==> src/rtl/mrna_iso_pkg.sv <==
// mrna_iso_pkg: shared types and constants for the mRNA isolation chip
// pneumatic sequencer.
//   - state_e            : protocol states with their 3-bit step codes
//   - V_*                : bit index of each air line within ctrl_out
//   - OPEN_*             : per-state sets of opened valves (1 = open)
//   - PUMP_PATTERN       : {pump1,pump2,pump3} per peristaltic phase, 1 = closed
//   - VALVES_ALL_CLOSED  : safe vector, every line pressurised
//   - valves_for()       : ctrl_out vector for a state and pump pattern
package mrna_iso_pkg;

  typedef enum logic [2:0] {
    S_IDLE       = 3'd0,
    S_LOAD_CELLS = 3'd1,
    S_LOAD_LYSIS = 3'd2,
    S_MIX        = 3'd3,
    S_BIND       = 3'd4,
    S_ELUTE      = 3'd5
  } state_e;

  localparam int unsigned NUM_VALVES = 13;

  localparam int unsigned V_CELLS_IN  = 0;
  localparam int unsigned V_CELLS_OUT = 1;
  localparam int unsigned V_LYSIS_IN  = 2;
  localparam int unsigned V_LYSIS_OUT = 3;
  localparam int unsigned V_PUSH      = 4;
  localparam int unsigned V_PUMP1     = 5;
  localparam int unsigned V_PUMP2     = 6;
  localparam int unsigned V_PUMP3     = 7;
  localparam int unsigned V_SEP       = 8;
  localparam int unsigned V_SIEVE     = 9;
  localparam int unsigned V_BEADS     = 10;
  localparam int unsigned V_WASTE     = 11;
  localparam int unsigned V_COLLECT   = 12;

  localparam logic [NUM_VALVES-1:0] VALVES_ALL_CLOSED = '1;

  localparam logic [NUM_VALVES-1:0] OPEN_LOAD_CELLS =
    (13'd1 << V_CELLS_IN) | (13'd1 << V_PUMP1) | (13'd1 << V_PUMP2) |
    (13'd1 << V_PUMP3)    | (13'd1 << V_LYSIS_OUT);
  localparam logic [NUM_VALVES-1:0] OPEN_LOAD_LYSIS =
    (13'd1 << V_LYSIS_IN) | (13'd1 << V_PUMP1) | (13'd1 << V_PUMP2) |
    (13'd1 << V_CELLS_OUT);
  localparam logic [NUM_VALVES-1:0] OPEN_BIND =
    (13'd1 << V_PUSH)  | (13'd1 << V_PUMP1) | (13'd1 << V_SEP) |
    (13'd1 << V_BEADS) | (13'd1 << V_SIEVE) | (13'd1 << V_WASTE);
  localparam logic [NUM_VALVES-1:0] OPEN_ELUTE =
    (13'd1 << V_PUSH)  | (13'd1 << V_PUMP1) | (13'd1 << V_SEP) |
    (13'd1 << V_SIEVE) | (13'd1 << V_COLLECT);

  // Entry [0] is phase P0; order P0..P5 = 110,100,101,001,011,010.
  localparam logic [5:0][2:0] PUMP_PATTERN =
    {3'b010, 3'b011, 3'b001, 3'b101, 3'b100, 3'b110};

  function automatic logic [NUM_VALVES-1:0] valves_for(input state_e s,
                                                       input logic [2:0] pat);
    logic [NUM_VALVES-1:0] v;
    v = VALVES_ALL_CLOSED;
    case (s)
      S_LOAD_CELLS: v = ~OPEN_LOAD_CELLS;
      S_LOAD_LYSIS: v = ~OPEN_LOAD_LYSIS;
      S_BIND:       v = ~OPEN_BIND;
      S_ELUTE:      v = ~OPEN_ELUTE;
      S_MIX: begin
        v[V_PUMP1] = pat[2];
        v[V_PUMP2] = pat[1];
        v[V_PUMP3] = pat[0];
      end
      default: v = VALVES_ALL_CLOSED;
    endcase
    return v;
  endfunction

endpackage

==> src/rtl/mrna_iso_ctrl_pump.sv <==
// peristaltic_pump_seq: six-phase peristaltic pump sequencer.
//   clk, rst        : clock, asynchronous active-high reset
//   enable_i        : advance the phase timer this clock
//   clear_i         : return to P0 with timer and stroke count zeroed (wins)
//   pattern_o       : {pump1,pump2,pump3} of the phase in effect after the
//                     next edge, so the parent can register it with its state
//   stroke_done_o   : high during the last clock of P5 of each stroke
//   stroke_cnt_o    : strokes completed since the last clear
module peristaltic_pump_seq
  import mrna_iso_pkg::*;
#(
  parameter int unsigned STEP_CYCLES = 1000
) (
  input  logic        clk,
  input  logic        rst,
  input  logic        enable_i,
  input  logic        clear_i,
  output logic [2:0]  pattern_o,
  output logic        stroke_done_o,
  output logic [31:0] stroke_cnt_o
);

  logic [31:0] tmr_q, tmr_d;
  logic [31:0] strokes_q, strokes_d;
  logic [2:0]  phase_q, phase_d;
  logic        phase_last;

  assign phase_last    = enable_i && (tmr_q == 32'(STEP_CYCLES - 1));
  assign stroke_done_o = phase_last && (phase_q == 3'd5);
  assign stroke_cnt_o  = strokes_q;
  assign pattern_o     = PUMP_PATTERN[phase_d];

  always_comb begin
    tmr_d     = tmr_q;
    phase_d   = phase_q;
    strokes_d = strokes_q;
    if (clear_i) begin
      tmr_d     = '0;
      phase_d   = '0;
      strokes_d = '0;
    end else if (enable_i) begin
      if (phase_last) begin
        tmr_d = '0;
        if (phase_q == 3'd5) begin
          phase_d   = '0;
          strokes_d = strokes_q + 32'd1;
        end else begin
          phase_d = phase_q + 3'd1;
        end
      end else begin
        tmr_d = tmr_q + 32'd1;
      end
    end
  end

  always_ff @(posedge clk or posedge rst) begin
    if (rst) begin
      tmr_q     <= '0;
      phase_q   <= '0;
      strokes_q <= '0;
    end else begin
      tmr_q     <= tmr_d;
      phase_q   <= phase_d;
      strokes_q <= strokes_d;
    end
  end

endmodule

==> src/rtl/mrna_iso_ctrl.sv <==
// mrna_iso_ctrl: pneumatic protocol sequencer for the mRNA isolation chip.
// Protocol: IDLE -> LOAD_CELLS -> LOAD_LYSIS -> MIX -> BIND -> ELUTE -> IDLE.
//   clk, rst  : clock, asynchronous active-high reset
//   start     : begin protocol (sampled only in IDLE)
//   abort     : safe stop from any state on the next edge
//   pause     : (only with MRNA_CTRL_PAUSE_EN) hold timers, close all valves
//   busy      : state is not IDLE
//   done      : one-cycle pulse on normal completion
//   step      : current state code
//   ctrl_out  : registered valve air lines, 1 = pressurised = closed
// Optional build macro: MRNA_CTRL_PAUSE_EN adds the pause input.
module mrna_iso_ctrl
  import mrna_iso_pkg::*;
#(
  parameter int unsigned STEP_CYCLES  = 1000,
  parameter int unsigned MIX_STROKES  = 64,
  parameter int unsigned LOAD_CYCLES  = 50000,
  parameter int unsigned BIND_CYCLES  = 100000,
  parameter int unsigned ELUTE_CYCLES = 50000
) (
  input  logic                  clk,
  input  logic                  rst,
  input  logic                  start,
  input  logic                  abort,
`ifdef MRNA_CTRL_PAUSE_EN
  input  logic                  pause,
`endif
  output logic                  busy,
  output logic                  done,
  output logic [2:0]            step,
  output logic [NUM_VALVES-1:0] ctrl_out
);

  state_e                  state_q, state_d;
  logic [31:0]             tmr_q, tmr_d;
  logic [31:0]             tmr_limit;
  logic                    timed, expired;
  logic                    done_q, done_d;
  logic [NUM_VALVES-1:0]   ctrl_q, ctrl_d;
  logic                    paused;
  logic                    pump_en, pump_clr;
  logic [2:0]              pump_pat;
  logic                    stroke_done;
  logic [31:0]             stroke_cnt;

`ifdef MRNA_CTRL_PAUSE_EN
  assign paused = pause && (state_q != S_IDLE);
`else
  assign paused = 1'b0;
`endif

  always_comb begin
    timed     = 1'b1;
    tmr_limit = '0;
    case (state_q)
      S_LOAD_CELLS, S_LOAD_LYSIS: tmr_limit = 32'(LOAD_CYCLES - 1);
      S_BIND:                     tmr_limit = 32'(BIND_CYCLES - 1);
      S_ELUTE:                    tmr_limit = 32'(ELUTE_CYCLES - 1);
      default:                    timed = 1'b0;
    endcase
  end

  assign expired = timed && (tmr_q == tmr_limit);

  always_comb begin
    state_d = state_q;
    done_d  = 1'b0;
    if (abort) begin
      state_d = S_IDLE;
    end else if (!paused) begin
      case (state_q)
        S_IDLE:       if (start)   state_d = S_LOAD_CELLS;
        S_LOAD_CELLS: if (expired) state_d = S_LOAD_LYSIS;
        S_LOAD_LYSIS: if (expired) state_d = S_MIX;
        S_MIX: if (stroke_done && (stroke_cnt == 32'(MIX_STROKES - 1)))
                 state_d = S_BIND;
        S_BIND:       if (expired) state_d = S_ELUTE;
        S_ELUTE: if (expired) begin
          state_d = S_IDLE;
          done_d  = 1'b1;
        end
        default:      state_d = S_IDLE;
      endcase
    end
  end

  // The pump sequencer is cleared on every state change so MIX always
  // starts at P0 with a fresh stroke count.
  assign pump_en  = (state_q == S_MIX) && !paused && !abort;
  assign pump_clr = abort || (state_d != state_q);

  always_comb begin
    tmr_d = tmr_q;
    if (pump_clr)
      tmr_d = '0;
    else if (timed && !paused)
      tmr_d = tmr_q + 32'd1;
  end

  // ctrl_out is registered from next-state values so that state, step and
  // valves all move on the same edge.
  always_comb begin
    ctrl_d = valves_for(state_d, pump_pat);
    if (paused && !abort)
      ctrl_d = VALVES_ALL_CLOSED;
  end

  peristaltic_pump_seq #(
    .STEP_CYCLES(STEP_CYCLES)
  ) u_pump (
    .clk          (clk),
    .rst          (rst),
    .enable_i     (pump_en),
    .clear_i      (pump_clr),
    .pattern_o    (pump_pat),
    .stroke_done_o(stroke_done),
    .stroke_cnt_o (stroke_cnt)
  );

  always_ff @(posedge clk or posedge rst) begin
    if (rst) begin
      state_q <= S_IDLE;
      tmr_q   <= '0;
      done_q  <= 1'b0;
      ctrl_q  <= VALVES_ALL_CLOSED;
    end else begin
      state_q <= state_d;
      tmr_q   <= tmr_d;
      done_q  <= done_d;
      ctrl_q  <= ctrl_d;
    end
  end

  assign busy     = (state_q != S_IDLE);
  assign done     = done_q;
  assign step     = state_q;
  assign ctrl_out = ctrl_q;

endmodule

==> config.mk <==
export PLATFORM = sky130hd
export DESIGN_NAME = mrna_iso_ctrl
export DESIGN_NICKNAME = d
export VERILOG_FILES = /design/src/rtl/mrna_iso_pkg.sv /design/src/rtl/mrna_iso_ctrl_pump.sv /design/src/rtl/mrna_iso_ctrl.sv
export SDC_FILE = /design/constraint.sdc
export NUM_CORES = 1
export LEC_CHECK = 0
export CORE_UTILIZATION = 50
export CTS_BUF_LIST = sky130_fd_sc_hd__clkbuf_2
export CTS_CLUSTER_DIAMETER = 30
export DETAILED_ROUTE_END_ITERATION = 6
export MAX_ROUTING_LAYER = met4
export PLACE_DENSITY_LB_ADDON = 0.15
export SLEW_MARGIN = 20
export SYNTH_ARGS = -nofsm -noshare
export SYNTH_HDL_FRONTEND = slang
export SYNTH_HIERARCHICAL = 1
export SYNTH_SLANG_ARGS = --single-unit
export TNS_END_PERCENT = 20
==> constraint.sdc <==
create_clock -name clk -period 6.8 [get_ports clk]
set_input_delay 1.36 -clock clk [delete_from_list [all_inputs] [get_ports clk]]
set_output_delay 1.36 -clock clk [all_outputs]
set_load 0.005 [all_outputs]
==> impl_metrics.json, run 1 <==
{
  "avgSynthCellArea_um2": 9.308,
  "synth_top_area_share": 0.3900,
  "fillers": 1133,
  "io_buffers": 21,
  "drv_cap": 0,
  "viasPerCell": 5.829,
  "setup_tns_ps": 0,
  "syn_area_um2": 6609,
  "avgRoutedWirePerCell_um": 15.92,
  "antenna_found_initial": 0,
  "setup_viol": 0,
  "nets": 715,
  "path_depth": 20,
  "synth-async-reset-ratio": 1.000,
  "final_area_um2": 7043,
  "ff_latch_area_um2": 2814,
  "netlist_top_cells_area": "dfrtp_1, xnor2_1, nor2_1",
  "outcome": "finished clean",
  "dieHeight_um": 117.0,
  "dr.first_iter.drc_count": 354,
  "grt_remaining_overflow": 0,
  "cts_root_buf": "clkbuf_2",
  "period_needed_ps": 5637,
  "die_w_um": 117.0,
  "powerDensity_nw_per_um2": 242.0,
  "firstDrtPassIters": 5,
  "cp_slowest_stage_delay_ps": 590,
  "cts_sinks": 112,
  "htree_levels": 3,
  "core-area_um2": 12770,
  "grt_setup_unrepaired": "false",
  "postPlaceCellArea_um2": 6873,
  "grt_usage": 0.2318,
  "vias": 5159,
  "diodes": 0,
  "regToRegSetupSlack_ps": 1620,
  "critical_path.max_fanout": 17,
  "cts_setup_buffers": 0,
  "fin_crit_sh": 0.8290,
  "cts_tree": "built",
  "clk_path_buf_depth": 2,
  "critPathKind": "input pin to flop",
  "ys_types": 77,
  "hold_violations": 0,
  "drc": 0,
  "min_path_cells": 2,
  "area_delta_synth_final_pct": 6.569,
  "grt_pass1_wl_um": 23890,
  "path_clk_slew_ps": 300,
  "ys_seq_elements": 112,
  "cts_buffers": 9,
  "drive_gt1_frac": 0.1122,
  "start_util": 0.5174,
  "crit_family": "simple AND/OR/NAND/NOR gates",
  "grt_max_degree": 68,
  "std_cell_rows": 41,
  "hold_buffers": 0,
  "leakage_nw": 2.640,
  "multi_input_area_um2": 3521,
  "synth_fp_nets": 717,
  "ir_drop_mv": 0.1337,
  "synth-warning-count": 6,
  "tightest_slew_ps": 855.5,
  "ios": 22,
  "die_area_um2": 13680,
  "place_congestion": 0.8217,
  "drt_wl_total_um": 14090,
  "cts_resized": 0,
  "fmax_mhz": 177.4,
  "synth_ff_type": "dfrtp_1",
  "crit_buf_inv": 3,
  "antenna_left": 0,
  "hp-class": "flop to flop",
  "start_kind": "input pin",
  "hpwl_um": 9816,
  "crit_chain": "clkdlybuf4s50_1, inv_1, nand2_1, nor2_1, buf_4, nor2b_1, nand4_1, nor4_1, nor4b_1, nand4_1, or4_1, a21oi_1, o21ai_1, a22oi_2, or2_2, o2111ai_1, nor4_1, nand3_1, xor2_1, nor2_1",
  "slew_headroom": 0.4297,
  "synthCells": 710,
  "arrival_ps": 6210,
  "clkLatencyLatePin_ps": 640,
  "worst_ep_required_time_ps": 7370,
  "yosys.area.top_type": "dfrtp_1",
  "grt_pass1_vias": 4936,
  "ys_seq_area_frac": 0.4258,
  "crit_slowest_cell": "nor4_1",
  "fin_skew_ps": 18.92,
  "slew_violations": 0,
  "end_kind": "flop",
  "reg2reg_depth": 18,
  "synth_edf_count": 0
}
[per-stage QoR]
step / utilization / worst slack (ps) / hold slack (ps) / total power, W / std cells
final: 0.5514 / 1163 / 587.0 / 0.001704 / 885
after global routing: 0.5514 / 875.2 / 614.7 / 0.001807 / 885
after CTS: 0.5514 / 1337 / 588.2 / 0.001725 / 885
after detailed placement: 0.5381 / 610.9 / 552.6 / 0.001323 / 869
after global placement: 0.5381 / 839.2 / 550.1 / 0.001313 / 869
after floorplan: - / 1459 / 519.9 / 0.001184 / 710
[report_power, final]
group	internal [W]	switching, W	leakage, nW	total, W
sequential	0.000695	0.0000452	1.53	0.000741
combinational	0.000209	0.000362	1.01	0.000572
clock	0.000163	0.000229	0.0975	0.000392
total	0.00107	0.000636	2.64	0.00170
[cells in the final DEF, fill, tap and decap left out, types with 13 or more instances in the layout]
master and n:
nor2b_1 19, nand2_1 50, nor2_1 73, and3_1 15, or4_1 13, or3_1 16, a21oi_1 19, nand3_1 36
clkdlybuf4s50_1 21, nor4_1 33, o21ai_0 19, nand4_1 22, xnor2_1 35, xor2_1 27, inv_1 14, dfrtp_1 103
nor3_1 50
[cell usage after synthesis (2+ instances only)]
library cell	number
o2111ai_1	2
dfstp_2	9
a21oi_1	19
nor4_1	33
nor3b_1	3
nor2_1	74
a2111oi_4	2
clkbuf_1	15
nor2b_1	19
xnor2_1	35
dfrtp_1	103
nand3b_1	2
inv_1	16
or2_1	2
nand4_1	22
or4_1	13
xor2_1	27
buf_2	12
o31ai_1	4
mux2_2	8
buf_1	3
clkbuf_2	2
and3_1	15
nand2_1	50
or2_2	5
a41oi_1	2
nand3_1	36
ha_1	3
nor3_1	50
nand4_4	2
nand3_2	2
a31o_2	2
buf_4	6
or3_1	16
o21bai_1	4
nor4_4	3
buf_6	3
nor4bb_1	3
o32ai_1	2
nand2b_1	9
o21ai_0	19
and2_1	2
mux2i_1	6
nor4_2	4
and4_1	9
[tightest hold or removal path: cells and delay by family, from the launching register on]
| kind | cells | cell delay, ps |
|---|---|---|
| AO/OA/AOI/OAI | 2 | 140 |
| flip-flops | 1 | 460 |
[area by class of cell]
cell class,instances,share of cell area
clock inverter,7,0.01777
tap,172,0.03056
timing repair buffer,28,0.03731
multi-input combinational,541,0.4999
sequential,112,0.3995
inverter,16,0.008527
clock buffer,9,0.006395
[kinds of logic (layout without fill, tap and decap cells)]
kind of cell / count (synthesis) / after routing / synth area share
buf+inv: 57 / 60 / 0.04184
flops: 112 / 112 / 0.4258
fa+ha+maj: 3 / 3 / 0.005680
simple gates: 390 / 390 / 0.3419
compound gates: 71 / 71 / 0.07819
mux: 15 / 15 / 0.02442
xor+xnor: 62 / 62 / 0.08217
[flip-flops by register name, indices dropped and copies added (netlist names)]
| signal | cells |
|---|---|
| step | 3 |
| u_pump/stroke_cnt_o | 32 |
| ctrl_out | 9 |
| u_pump/tmr_q | 32 |
| done | 1 |
| u_pump/phase_q | 3 |
| tmr_q | 32 |
[layer usage]
metal  routed length, um  GRT usage  part of all wire  vias to the layer above
li1                    -          -                 -                     2554
met1                6406     0.2848              0.45                     2546
met2                7169     0.3815              0.51                       45
met3                 301    0.05304             0.021                       14
met4                 210    0.06920             0.015                        0
met5                   0          -                 0                        -
[worst paths after layout]
| kind | startpoint | to |
|---|---|---|
| setup / recovery | abort | u_pump/tmr_q[17] |
| hold / removal | u_pump/stroke_cnt_o[31] | u_pump/stroke_cnt_o[31] |
| setup reg to reg | step[1] | u_pump/tmr_q[17] |
| hold reg to reg | u_pump/stroke_cnt_o[31] | u_pump/stroke_cnt_o[31] |
| max in group asynchronous | rst | u_pump/tmr_q[8] |
| min in group asynchronous | rst | tmr_q[2] |
(Power assumes the default switching activity.)
==> run 2: changes to the inputs <==
==> constraint.sdc (replaced) <==
create_clock -name clk -period 5.35 [get_ports clk]
set_input_delay 1.07 -clock clk [delete_from_list [all_inputs] [get_ports clk]]
set_output_delay 1.07 -clock clk [all_outputs]
set_load 0.005 [all_outputs]
==> run 2 against run 1 <==
Compared with the run above: non-clock buffer count increased by 7; routed wire length increased by 2.3%; design area about the same; critical path type unchanged; critical endpoint unchanged.
==> impl_metrics.json, run 2 (synthesis gave the netlist of run 1 again) <==
{
  "outcome": "finished clean",
  "fin_crit_sh": 0.9007,
  "start_util": 0.5174,
  "clkLatencyLatePin_ps": 600,
  "place_congestion": 0.8352,
  "ir_drop_mv": 0.2003,
  "reg2reg_depth": 16,
  "ios": 22,
  "tightest_slew_ps": 916.5,
  "grt_setup_unrepaired": "false",
  "vias": 5257,
  "fin_skew_ps": 25.39,
  "grt_max_degree": 64,
  "grt_pass1_wl_um": 23680,
  "setup_viol": 0,
  "antenna_left": 0,
  "highest_layer": "met4",
  "p_int_w": 0.001288,
  "arrival_ps": 5330,
  "whs_endpoint": "u_pump/stroke_cnt_o[31]",
  "seqPwrFrac": 0.434,
  "diodes": 0,
  "cts_sinks": 112,
  "drv_cap": 0,
  "period_needed_ps": 4819,
  "cts_resized": 0,
  "final_area_um2": 7046,
  "end_kind": "flop",
  "firstDrtPassIters": 5,
  "nets": 722,
  "io_buffers": 21,
  "slew_violations": 0,
  "die_w_um": 117.0,
  "clk_path_buf_depth": 2,
  "r2r_end": "u_pump/tmr_q[17]",
  "drc": 0,
  "post-route-util": 0.5516,
  "hp-class": "flop to flop",
  "leakage_nw": 2.658,
  "hold_slack_ps": 591.1,
  "crit_chain": "clkdlybuf4s50_1, inv_1, nand2_1, nor2_1, nor2b_1, nand4_1, nor4_1, nor4b_1, nand4_1, or4_1, a21oi_1, o21ai_1, a22oi_2, or2_2, o2111ai_1, nor4_1, buf_4, nand3_1, xor2_1, nor2_1",
  "regToRegSetupSlack_ps": 670,
  "viasPerCell": 5.893,
  "pwr-share-comb": 0.381,
  "met1_length_um": 6579,
  "drt_wl_total_um": 14420,
  "core-area_um2": 12770,
  "std_cell_rows": 41,
  "crit_slowest_cell": "or4_1",
  "min_path_cells": 2,
  "avgRoutedWirePerCell_um": 16.16,
  "start_kind": "input pin",
  "fmax_mhz": 207.5,
  "slew_headroom": 0.3881,
  "crit-reg2reg-launch": "u_pump/tmr_q[14]",
  "dr.first_iter.drc_count": 307,
  "path_clk_slew_ps": 260,
  "mostFrequentLayoutCell": "dfrtp_1",
  "antenna_found_initial": 0,
  "worst_ep_required_time_ps": 5860,
  "drive_gt1_frac": 0.1194,
  "hold_buffers": 0,
  "switching_share": 0.3765,
  "power_switching_w": 0.0007778,
  "postPlaceCellArea_um2": 6938,
  "cts_buffers": 9,
  "layout_common_cells": "dfrtp_1, nor2_1, nor3_1, nand2_1, nand3_1",
  "die_area_um2": 13680,
  "cts_tree": "built",
  "cts_root_buf": "clkbuf_2",
  "min_from": "u_pump/stroke_cnt_o[31]",
  "grt_pass1_vias": 4886,
  "power_w": 0.002066,
  "hpwl_um": 10190,
  "critical_path.max_fanout": 6,
  "met3WireLength_um": 453,
  "powerDensity_nw_per_um2": 293.2,
  "htree_levels": 3,
  "dieHeight_um": 117.0,
  "dr_wl_met2_um": 7092,
  "cts_setup_buffers": 0,
  "area_delta_synth_final_pct": 6.607,
  "grt_remaining_overflow": 0,
  "cp_slowest_stage_delay_ps": 560,
  "hold_violations": 0,
  "clkPwrFrac": 0.185,
  "grt_usage": 0.2291,
  "critPathKind": "input pin to flop"
}
==> run 2: metrics by stage <==
step / setup slack [ps] / setup TNS, ps / instances
floorplan: 299.1 / 0 / 710
global placement: 154.9 / 0 / 876
detailed placement: -66.48 / -66.48 / 876
CTS: 609.3 / 0 / 892
global route: 333.9 / 0 / 892
finish: 531.5 / 0 / 892
==> run 2: routing by layer <==
layer | vias up | track usage
li1 | 2575 | -
met5 | - | -
met1 | 2569 | 0.2878
met3 | 22 | 0.04377
met4 | 0 | 0.07679
met2 | 91 | 0.3720
==> run 2: final cells by class <==
cell class	count	area, um^2
clock buffers	13	65.06
well taps	172	215.2
clock inverters	3	42.54
inverters	16	60.06
multi-input cells	541	3521
repair buffers	35	327.8
fillers	1185	5728
flip-flops and latches	112	2814
==> run 2: how the worst max path moves through the flow <==
stage                from                to  slack, ps  depth (start not counted)
global route        abort  u_pump/tmr_q[17]        330                         20
floorplan           abort       ctrl_out[7]        300                         21
global placement    abort  u_pump/tmr_q[17]        150                         20
CTS                 abort  u_pump/tmr_q[17]        610                         20
finish              abort  u_pump/tmr_q[17]        530                         20
detailed placement  abort  u_pump/tmr_q[17]        -70                         20
==> run 2: power by group through the flow <==
| stage | clock (W) | sequential [W] | combinational, W |
|---|---|---|---|
| after global routing | 0.000431 | 0.000902 | 0.000858 |
| after detailed placement | 0 | 0.000911 | 0.000793 |
| final | 0.000382 | 0.000897 | 0.000787 |
| after floorplan | 0 | 0.000919 | 0.000586 |
| after CTS | 0.000402 | 0.000898 | 0.000795 |
| after global placement | 0 | 0.000911 | 0.000775 |
==> run 2: critical path: cells and delay by family <==
family                 cells  cell delay, ps
AO/OA/AOI/OAI              4             730
XOR/XNOR                   1             170
buffers and inverters      3             690
AND/OR/NAND/NOR           12            2650
==> run 3: changes to the inputs <==
--- a/config.mk
+++ b/config.mk
@@ -5,7 +5,7 @@
 export SDC_FILE = /design/constraint.sdc
 export NUM_CORES = 1
 export LEC_CHECK = 0
-export CORE_UTILIZATION = 50
+export CORE_UTILIZATION = 30
 export CTS_BUF_LIST = sky130_fd_sc_hd__clkbuf_2
 export CTS_CLUSTER_DIAMETER = 30
 export DETAILED_ROUTE_END_ITERATION = 6
==> constraint.sdc (replaced) <==
create_clock -name clk -period 4.68 [get_ports clk]
set_input_delay 0.936 -clock clk [delete_from_list [all_inputs] [get_ports clk]]
set_output_delay 0.936 -clock clk [all_outputs]
set_load 0.005 [all_outputs]
==> run 3 against run 2 <==
Compared with the run above: via count up 1.4%; setup slack got worse by 100 ps; hold slack lost 11 ps; register-to-register slack got worse by 180 ps; largest power group unchanged; global-route usage down 7.2 points.
==> impl_metrics.json, run 3 (synthesis gave the netlist of run 1 again) <==
{
  "outcome": "finished clean",
  "ios": 22,
  "cts_tree": "built",
  "antenna_left": 0,
  "power_w": 0.002493,
  "slew_violations": 0,
  "cts_sinks": 112,
  "hold_violations": 0,
  "fin_skew_ps": 42.53,
  "min_from": "u_pump/stroke_cnt_o[31]",
  "min_path_cells": 2,
  "critical_path.max_fanout": 6,
  "p_int_w": 0.001524,
  "htree_levels": 3,
  "start_kind": "input pin",
  "end_kind": "flop",
  "leakage_nw": 2.738,
  "drt_wl_total_um": 16100,
  "cp_slowest_stage_delay_ps": 560,
  "switching_share": 0.3888,
  "clkLatencyLatePin_ps": 640,
  "firstDrtPassIters": 5,
  "seqPwrFrac": 0.416,
  "vias": 5328,
  "path_clk_slew_ps": 330,
  "critPathKind": "input pin to flop",
  "regToRegSetupSlack_ps": 490,
  "arrival_ps": 4870,
  "pwr-share-comb": 0.396,
  "crit_chain": "clkdlybuf4s50_1, inv_1, nand2_1, nor2_2, nor2b_1, nand4_1, nor4_1, nor4b_1, nand4_1, or4_1, a21oi_1, o21ai_1, a22oi_2, or2_2, buf_4, o2111ai_1, nor4_1, buf_4, nand3_1, xor2_1, nor2_1",
  "setup_tns_ps": 0,
  "ir_drop_mv": 0.2585,
  "area_delta_synth_final_pct": 10.85,
  "start_util": 0.3105,
  "powerDensity_nw_per_um2": 340.4,
  "drv_cap": 0,
  "avgRoutedWirePerCell_um": 15.87,
  "hp-class": "flop to flop",
  "grt_max_degree": 54,
  "power_switching_w": 0.0009695,
  "place_congestion": 0.7844,
  "fin_cells": 1014,
  "period_needed_ps": 4252,
  "dieHeight_um": 150.4,
  "grt_pass1_vias": 5257,
  "dr.first_iter.drc_count": 366,
  "mostFrequentLayoutCell": "dfrtp_1",
  "post-route-util": 0.3441,
  "reg2reg_depth": 17,
  "hpwl_um": 11390,
  "layout_common_cells": "dfrtp_1, nor2_1, nor3_1, nand2_1, nand3_1",
  "hold_buffers": 0,
  "clk_path_buf_depth": 2,
  "crit-reg2reg-launch": "u_pump/tmr_q[14]",
  "drive_gt1_frac": 0.1450,
  "grt_usage": 0.1566,
  "cts_setup_buffers": 0,
  "worst_ep_required_time_ps": 5300,
  "io_buffers": 21,
  "place_inst": 997,
  "cts_root_buf": "clkbuf_2",
  "antenna_found_initial": 1,
  "std_cell_rows": 53,
  "grt_setup_unrepaired": "false",
  "whs_endpoint": "u_pump/stroke_cnt_o[31]",
  "viasPerCell": 5.254,
  "fin_crit_sh": 0.9085,
  "die_w_um": 150.4,
  "drc": 0,
  "grt_pass1_wl_um": 27010,
  "fmax_mhz": 235.2,
  "slew_headroom": 0.3601,
  "die_area_um2": 22630,
  "setup_viol": 0,
  "nets": 740,
  "crit_slowest_cell": "or4_1",
  "r2r_end": "u_pump/tmr_q[16]",
  "tightest_slew_ps": 959.9,
  "clkPwrFrac": 0.188,
  "grt_remaining_overflow": 0,
  "core-area_um2": 21290,
  "cts_buffers": 9
}
[run 3: changes by cell type in the layout (fill, tap and decap cells not counted), sizes merged]
cell      delta
buf         +18
clkbuf       -3
inv          +3
clkinv       -2
clkinvlp     +2
diode        +1
[run 3: how the worst max path moves through the flow]
| stage | startpoint | to | slack, ps |
|---|---|---|---|
| after floorplan | abort | ctrl_out[7] | 10 |
| after global placement | abort | u_pump/tmr_q[16] | -190 |
| after detailed placement | abort | u_pump/tmr_q[17] | -300 |
| after CTS | u_pump/tmr_q[6] | u_pump/tmr_q[17] | 350 |
| after global routing | u_pump/tmr_q[14] | u_pump/tmr_q[16] | 40 |
| final | abort | u_pump/tmr_q[16] | 430 |
[run 3: final cells by class]
type	instances	area (um^2)
Fill cell	2190	13960
Multi-Input combinational cell	541	3526
Sequential cell	112	2814
Timing Repair Buffer	53	462.9
Tap cell	275	344.1
Clock inverter	6	66.31
Inverter	16	60.06
Clock buffer	10	50.05
Antenna cell	1	2.502
[run 3: power groups by stage]
stage,clock network (W),registers [W],logic (W)
2_1_floorplan,0,0.00105,0.000674
3_3_place_gp,0,0.00105,0.000985
3_5_place_dp,0,0.00105,0.000994
4_1_cts,0.000505,0.00104,0.000996
5_1_grt,0.000538,0.00104,0.00108
6_report,0.000470,0.00104,0.000986
[run 3: what timing repair did]
item                                    CTS  global route
endpoints found under the hold margin     0             0
gates resized for setup                   0             1
endpoints found under the setup margin    0             1
[run 3: per-layer routing]
| metal | wire length, um | global-route usage |
|---|---|---|
| met5 | 0 | - |
| met4 | 288 | 0.04545 |
| met3 | 407 | 0.02576 |
| met2 | 7880 | 0.2606 |
| met1 | 7519 | 0.1945 |
[run 3: stage by stage]
step	worst slack [ps]	hold WS (ps)	area (um^2)
floorplan	13.66	519.9	6614
global placement	-185.6	550.1	7204
detailed placement	-297.0	555.0	7204
CTS	349.1	585.5	7321
global route	39.01	613.0	7326
finish	428.2	580.3	7326
[run 3: critical path: cells and delay by family]
family,cells,cell delay (ps)
buf+inv,4,840
simple gates,12,2340
xor+xnor,1,150
compound gates,4,600
